File: src/rtl/lc3b_imm_decode_if.sv
// Handshake bundle for the LC-3b immediate-decode stage: upstream fetch
// channel (in_*) and downstream register-read/ALU channel (out_*).
interface lc3b_imm_decode_if;
  logic        in_valid;
  logic        in_ready;
  logic [15:0] in_instr;
  logic [15:0] in_pc;
  logic        out_valid;
  logic        out_ready;
  logic [15:0] out_instr;
  logic [15:0] out_imm;
  logic        out_imm_used;
  logic        out_pc_rel;
  logic [15:0] out_target;
  logic        out_illegal;

  // Environment side: drives instructions and downstream ready.
  modport master (
    output in_valid, in_instr, in_pc, out_ready,
    input  in_ready, out_valid, out_instr, out_imm, out_imm_used,
           out_pc_rel, out_target, out_illegal
  );

  // Decode-stage side.
  modport slave (
    input  in_valid, in_instr, in_pc, out_ready,
    output in_ready, out_valid, out_instr, out_imm, out_imm_used,
           out_pc_rel, out_target, out_illegal
  );
endinterface

File: src/rtl/lc3b_imm_decode.sv
// LC-3b instruction register + immediate generator.
// Stage 1 latches the fetched instruction and PC+2; stage 2 registers the
// extended/shifted immediate, flags and optional PC-relative target.
module lc3b_imm_decode #(
  parameter int unsigned CNT_WIDTH = 8
) (
  input  logic                 clk_50,
  input  logic                 reset,
  lc3b_imm_decode_if.slave     bus,
  output logic [CNT_WIDTH-1:0] illegal_count
);

  typedef enum logic [3:0] {
    OP_BR   = 4'h0,
    OP_ADD  = 4'h1,
    OP_LDB  = 4'h2,
    OP_STB  = 4'h3,
    OP_JSR  = 4'h4,
    OP_AND  = 4'h5,
    OP_LDW  = 4'h6,
    OP_STW  = 4'h7,
    OP_RTI  = 4'h8,
    OP_XOR  = 4'h9,
    OP_RSVA = 4'hA,
    OP_RSVB = 4'hB,
    OP_JMP  = 4'hC,
    OP_SHF  = 4'hD,
    OP_LEA  = 4'hE,
    OP_TRAP = 4'hF
  } opcode_e;

  // Stage 1 (instruction register)
  logic                 r_s1_valid;
  logic [15:0]          r_s1_instr;
  logic [15:0]          r_s1_pc;

  // Stage 2 (decoded result)
  logic                 r_s2_valid;
  logic [15:0]          r_s2_instr;
  logic [15:0]          r_s2_imm;
  logic                 r_s2_used;
  logic                 r_s2_pc_rel;
  logic [15:0]          r_s2_target;
  logic                 r_s2_illegal;

  logic [CNT_WIDTH-1:0] r_illegal_count;

  // Pipeline control
  logic                 w_s2_adv;
  logic                 w_s1_adv;
  logic                 w_accept;
  logic                 w_deliver;

  // Decode of the stage-1 instruction
  opcode_e              w_opcode;
  logic [15:0]          w_imm;
  logic                 w_used;
  logic                 w_pc_rel;
  logic                 w_illegal;
  logic [15:0]          w_target;

  // Handshake/advance logic: a stage may advance when empty or when its
  // consumer is taking the current contents.
  always_comb begin
    w_s2_adv  = !r_s2_valid || bus.out_ready;
    w_s1_adv  = !r_s1_valid || w_s2_adv;
    w_accept  = bus.in_valid && w_s1_adv;
    w_deliver = r_s2_valid && bus.out_ready;
  end

  assign w_opcode = opcode_e'(r_s1_instr[15:12]);

  // Opcode-specific field select, extension and word shift.
  // Shifted forms drop the extended MSB, so the sign copy count is one less.
  always_comb begin
    w_imm     = '0;
    w_used    = 1'b0;
    w_pc_rel  = 1'b0;
    w_illegal = 1'b0;
    unique case (w_opcode)
      OP_ADD, OP_AND, OP_XOR: begin
        if (r_s1_instr[5]) begin
          w_imm  = {{11{r_s1_instr[4]}}, r_s1_instr[4:0]};
          w_used = 1'b1;
        end
      end
      OP_BR, OP_LEA: begin
        w_imm    = {{6{r_s1_instr[8]}}, r_s1_instr[8:0], 1'b0};
        w_used   = 1'b1;
        w_pc_rel = 1'b1;
      end
      OP_JSR: begin
        if (r_s1_instr[11]) begin
          w_imm    = {{4{r_s1_instr[10]}}, r_s1_instr[10:0], 1'b0};
          w_used   = 1'b1;
          w_pc_rel = 1'b1;
        end
      end
      OP_LDB, OP_STB: begin
        w_imm  = {{10{r_s1_instr[5]}}, r_s1_instr[5:0]};
        w_used = 1'b1;
      end
      OP_LDW, OP_STW: begin
        w_imm  = {{9{r_s1_instr[5]}}, r_s1_instr[5:0], 1'b0};
        w_used = 1'b1;
      end
      OP_SHF: begin
        w_imm  = {12'h000, r_s1_instr[3:0]};
        w_used = 1'b1;
      end
      OP_TRAP: begin
        w_imm  = {7'h00, r_s1_instr[7:0], 1'b0};
        w_used = 1'b1;
      end
      OP_JMP, OP_RTI: begin
        w_used = 1'b0;
      end
      OP_RSVA, OP_RSVB: begin
        w_illegal = 1'b1;
      end
      default: begin
        w_illegal = 1'b0;
      end
    endcase
  end

  // PC-relative target, 16-bit wrap-around add.
  always_comb begin
    w_target = '0;
    if (w_pc_rel) begin
      w_target = r_s1_pc + w_imm;
    end
  end

  // Stage 1 register: load on accept, otherwise drain when stage 2 moves.
  always_ff @(posedge clk_50) begin
    if (reset) begin
      r_s1_valid <= 1'b0;
      r_s1_instr <= '0;
      r_s1_pc    <= '0;
    end else if (w_accept) begin
      r_s1_valid <= 1'b1;
      r_s1_instr <= bus.in_instr;
      r_s1_pc    <= bus.in_pc;
    end else if (w_s2_adv) begin
      r_s1_valid <= 1'b0;
    end
  end

  // Stage 2 register: takes stage 1 whenever it may advance; holds otherwise.
  always_ff @(posedge clk_50) begin
    if (reset) begin
      r_s2_valid   <= 1'b0;
      r_s2_instr   <= '0;
      r_s2_imm     <= '0;
      r_s2_used    <= 1'b0;
      r_s2_pc_rel  <= 1'b0;
      r_s2_target  <= '0;
      r_s2_illegal <= 1'b0;
    end else if (w_s2_adv) begin
      r_s2_valid <= r_s1_valid;
      if (r_s1_valid) begin
        r_s2_instr   <= r_s1_instr;
        r_s2_imm     <= w_imm;
        r_s2_used    <= w_used;
        r_s2_pc_rel  <= w_pc_rel;
        r_s2_target  <= w_target;
        r_s2_illegal <= w_illegal;
      end
    end
  end

  // Saturating count of illegal instructions actually handed downstream.
  always_ff @(posedge clk_50) begin
    if (reset) begin
      r_illegal_count <= '0;
    end else if (w_deliver && r_s2_illegal && (r_illegal_count != '1)) begin
      r_illegal_count <= r_illegal_count + CNT_WIDTH'(1);
    end
  end

  assign bus.in_ready     = w_s1_adv;
  assign bus.out_valid    = r_s2_valid;
  assign bus.out_instr    = r_s2_instr;
  assign bus.out_imm      = r_s2_imm;
  assign bus.out_imm_used = r_s2_used;
  assign bus.out_pc_rel   = r_s2_pc_rel;
  assign bus.out_target   = r_s2_target;
  assign bus.out_illegal  = r_s2_illegal;
  assign illegal_count    = r_illegal_count;

endmodule

File: src/flat_wrapper.sv
// flat-port wrapper written by rule: the top's interface ports become plain ports
module lc3b_imm_decode_flat 
#(
  parameter int unsigned CNT_WIDTH = 8
)
  (clk_50, reset, illegal_count, bus_in_valid, bus_in_instr, bus_in_pc, bus_out_ready, bus_in_ready, bus_out_valid, bus_out_instr, bus_out_imm, bus_out_imm_used, bus_out_pc_rel, bus_out_target, bus_out_illegal);
  lc3b_imm_decode_if bus_i ();
  input  logic clk_50;
  input  logic reset;
  output logic [CNT_WIDTH-1:0] illegal_count;
  input wire logic [$bits(bus_i.in_valid)-1:0] bus_in_valid;
  input wire logic [$bits(bus_i.in_instr)-1:0] bus_in_instr;
  input wire logic [$bits(bus_i.in_pc)-1:0] bus_in_pc;
  input wire logic [$bits(bus_i.out_ready)-1:0] bus_out_ready;
  output wire logic [$bits(bus_i.in_ready)-1:0] bus_in_ready;
  output wire logic [$bits(bus_i.out_valid)-1:0] bus_out_valid;
  output wire logic [$bits(bus_i.out_instr)-1:0] bus_out_instr;
  output wire logic [$bits(bus_i.out_imm)-1:0] bus_out_imm;
  output wire logic [$bits(bus_i.out_imm_used)-1:0] bus_out_imm_used;
  output wire logic [$bits(bus_i.out_pc_rel)-1:0] bus_out_pc_rel;
  output wire logic [$bits(bus_i.out_target)-1:0] bus_out_target;
  output wire logic [$bits(bus_i.out_illegal)-1:0] bus_out_illegal;
  assign bus_i.in_valid = bus_in_valid;
  assign bus_i.in_instr = bus_in_instr;
  assign bus_i.in_pc = bus_in_pc;
  assign bus_i.out_ready = bus_out_ready;
  assign bus_in_ready = bus_i.in_ready;
  assign bus_out_valid = bus_i.out_valid;
  assign bus_out_instr = bus_i.out_instr;
  assign bus_out_imm = bus_i.out_imm;
  assign bus_out_imm_used = bus_i.out_imm_used;
  assign bus_out_pc_rel = bus_i.out_pc_rel;
  assign bus_out_target = bus_i.out_target;
  assign bus_out_illegal = bus_i.out_illegal;
  lc3b_imm_decode #(.CNT_WIDTH(CNT_WIDTH)) u_core (.clk_50(clk_50), .reset(reset), .bus(bus_i), .illegal_count(illegal_count));
endmodule
File: config.mk
export PLATFORM = sky130hd
export DESIGN_NAME = lc3b_imm_decode_flat
export DESIGN_NICKNAME = d
export VERILOG_FILES = /design/src/rtl/lc3b_imm_decode_if.sv /design/src/rtl/lc3b_imm_decode.sv /design/src/flat_wrapper.sv
export SDC_FILE = /design/constraint.sdc
export NUM_CORES = 1
export LEC_CHECK = 0
export CAP_MARGIN = 5
export CORE_MARGIN = 1.5
export CORE_UTILIZATION = 45
export CTS_CLUSTER_SIZE = 25
export DETAILED_ROUTE_END_ITERATION = 10
export PLACE_DENSITY = 0.79
export SYNTH_ARGS = -nofsm -noshare
export SYNTH_HDL_FRONTEND = slang
export SYNTH_SLANG_ARGS = --single-unit
File: constraint.sdc
create_clock -name clk_50 -period 6.8 [get_ports clk_50]
set_input_delay 0.68 -clock clk_50 [delete_from_list [all_inputs] [get_ports clk_50]]
set_output_delay 0.68 -clock clk_50 [all_outputs]
set_load 0.01 [all_outputs]
==> results.cfg <==
[cells_and_area]
layout_commonest_cell = nand2_1
final_cell_mix = nand2_1 (146), clkdlybuf4s50_1 (95), dfxtp_1 (89), a21oi_1 (80), nor2_1 (29)
finalNonFillerCells = 710
syn_to_final_growth_pct = 29.2
drive_gt1_share_pct = 4.65
utilization_pct = 60.5
fin_nets = 650
fin_area_um2 = 5330
antenna_cells = 0

[yosys]
syn-num-nets = 572
synth.area.mux_share_pct = 0.516
synth-simple-area-share_pct = 23.3
synth.avg_cell_area_um2 = 7.94
synthAdderAreaFrac_pct = 5.34
synth_top_family_by_area = simple AND/OR/NAND/NOR gates
syn-cell-area_um2 = 4120
netlist-cell-type-count = 51
synth-edff-count = 0
synth_compound_area_share_pct = 19.9
synthXorXnorAreaFrac_pct = 4.04
synthArstFlopShare_pct = 0
synth-seq-cells = 89
synth-warning-count = 0
synth_cells = 519
ys_seq_area_share_pct = 43.2
synth_top_flop_cell = dfxtp_1

[setup_path]
endpoint_kind = flip-flop
cp_num_buf_inv = 0
r2r_cells = 11
cp.required_ps = 7050
cp.arrival_ps = 3690
crit_type = reg -> reg
r2r-start = u_core.r_s1_instr[14]
critPathMaxStageDelay_ps = 540
rr_endpoint = u_core.bus.out_target[10]
path_delay_family = compound AO/OA/AOI/OAI gates
startpoint_type = flip-flop
cp_max_fo = 12
path_cells = nor2b_1, nor3_1, o21a_1, a22o_1, fa_1, a21o_1, a221oi_2, o31ai_2, o21ai_1, or3b_1, a32o_1
critPathSlowestCell = dfxtp_1
r2r_slack_ps = 3360

[global_routing]
grt_overflow = 0
grt_use_total_pct = 22.7
grt_max_degree = 85
grt_pass1_wl_um = 17700
antenna_found_initial = 0
grt_pass1_vias = 3793

[min_path]
whs_endpoint = u_core.bus.out_instr[11]
hold_path.class = reg -> reg
hold_start = u_core.bus.out_instr[11]
min_path_cells = 2

[placement]
dp.cells = 694
place_area_um2 = 5100
io_buffers = 96
place_congestion = 0.926
hpwl_um = 7540

[cts]
ctsResizeCount = 0
cts_hold_buf = 0
cts.sinks = 89
cts_tree = built
clkTransAtPathRegs_ps = 80
cts_setup_buffers = 0
numCtsBuffers = 9
clk-insertion-delay-late_ps = 360
cts_root_buf = clkbuf_8
cts_htree_levels = 3
ctsLongestPathBuffers = 2

[flow_run]
maxCapViolations = 0

[floorplanning]
die_height_um = 98.7
core_um2 = 8810
initial_core_util_pct = 46.8
die_area_um2 = 9740
ios = 97
die_w_um = 98.7
rows = 34

[routing]
first_pass_iters = 8
vias_per_cell = 5.56
first_iter_violations = 225
vias = 3951
drcViolationCount = 8
wl_per_cell_um = 15.0
ant_nets = 0
wl_um = 10700

[power]
clkPwrFrac_pct = 36.2
p_sw_w = 0.000288
power_frac_comb_pct = 14.3
p_seq_share_pct = 49.5
sw_frac_of_total_pct = 25.5
p_per_area_nw_per_um2 = 212
p_leak_nw = 2.09
internal_power_w = 0.000840
ir_drop_v = 0.000110

[timing]
clock.fmax_ghz = 0.291
period_share_pct = 50.6
slew-limit-headroom_pct = 23.7
slew_viol_final = 0
rsz0062_at_grt = false
finalSetupViolCount = 0
fin_worst_skew_ps = 10.6
setup_tns_ps = 0
hold_viol_final = 0
fin_crit_ps = 3440
tightestPinTransition_ps = 1140

[outcome]
status = finished, violations left
failed_checks = design-rule violations
## worst min-delay path, cell delays in order, from the launching register on
cell	delay [ps]
dfxtp_1	310
nand2_1	50
a21oi_1	50
## sequential cells by signal, indices dropped and copies added (netlist names)
register                 flops
u_core.illegal_count         8
u_core.bus.out_valid         1
u_core.bus.out_target       16
u_core.r_s1_instr           16
u_core.bus.out_instr        16
u_core.bus.out_pc_rel        1
u_core.r_s1_valid            1
u_core.bus.out_imm_used      1
u_core.r_s1_pc              16
u_core.bus.out_illegal       1
u_core.bus.out_imm          12
## final cells by class
type / count / area [um2]
Clock buffer: 11 / 151
Clock inverter: 5 / 77.6
Fill cell: 771 / 3480
Inverter: 4 / 15.0
Multi-Input combinational cell: 394 / 2190
Sequential cell: 89 / 1780
Tap cell: 108 / 135
Timing Repair Buffer: 99 / 978
## cells in the mapped netlist (2+ instances only)
library cell	n	area share (%)
nand2_1	146	13
dfxtp_1	89	43
a21oi_1	80	9.7
nor2_1	29	2.6
clkbuf_1	22	2.0
ha_1	16	4.9
nand3_1	12	1.5
xnor2_1	12	2.6
a22o_1	10	2.1
a21o_1	7	1.3
o21ai_0	7	0.85
xor2_1	7	1.5
nor2b_1	6	0.91
a31oi_1	5	0.76
and2_1	5	0.76
nor3_1	5	0.61
a211oi_1	4	0.73
a22oi_1	4	0.73
buf_1	4	0.36
buf_4	4	0.73
inv_1	4	0.36
and3_1	3	0.46
nand2b_1	3	0.46
nor4b_1	3	0.64
or3_1	3	0.46
a211o_1	2	0.43
buf_2	2	0.24
o22ai_1	2	0.30
## worst max-delay path by stage
stage	end	startpoint	slack, ps	depth (start not counted)
global route	u_core.bus.out_target[10]	u_core.r_s1_instr[14]	3140	11
CTS	u_core.bus.out_target[10]	u_core.r_s1_instr[14]	3390	11
floorplan	u_core.bus.out_target[10]	u_core.r_s1_instr[15]	3730	11
detailed placement	u_core.bus.out_target[10]	u_core.r_s1_instr[14]	3420	11
global placement	u_core.bus.out_target[10]	u_core.r_s1_instr[14]	3560	11
finish	u_core.bus.out_target[10]	u_core.r_s1_instr[14]	3360	11
## cells by family (layout without fill, tap and decap cells)
kind of cell | Yosys count | after routing
buffers and inverters | 36 | 119
multiplexers | 2 | 2
flip-flops | 89 | 89
adder cells (fa/ha/maj) | 17 | 17
AND/OR/NAND/NOR | 222 | 222
XOR/XNOR | 19 | 19
AO/OA/AOI/OAI | 134 | 134
## power by group through the flow
stage / clock network (W) / logic, W / registers (W)
after floorplan: 0 / 0.0000974 / 0.000567
after global placement: 0 / 0.000154 / 0.000570
after detailed placement: 0 / 0.000158 / 0.000571
after CTS: 0.000416 / 0.000160 / 0.000559
after global routing: 0.000437 / 0.000177 / 0.000562
final: 0.000408 / 0.000161 / 0.000559
## per-stage QoR
stage	worst slack (ps)	total power, W	hold slack (ps)
global route	3140	0.00118	480
finish	3360	0.00113	455
floorplan	3730	0.000664	440
CTS	3390	0.00113	458
detailed placement	3420	0.000729	444
global placement	3560	0.000724	444
## layer usage
layer	wire length, um	up-vias	global-route usage (%)
met4	267	0	10.1
met3	726	28	5.25
met2	4890	162	36.9
met5	0	-	0
li1	-	1931	-
met1	4780	1830	28.8
(Power assumes the default switching activity.)
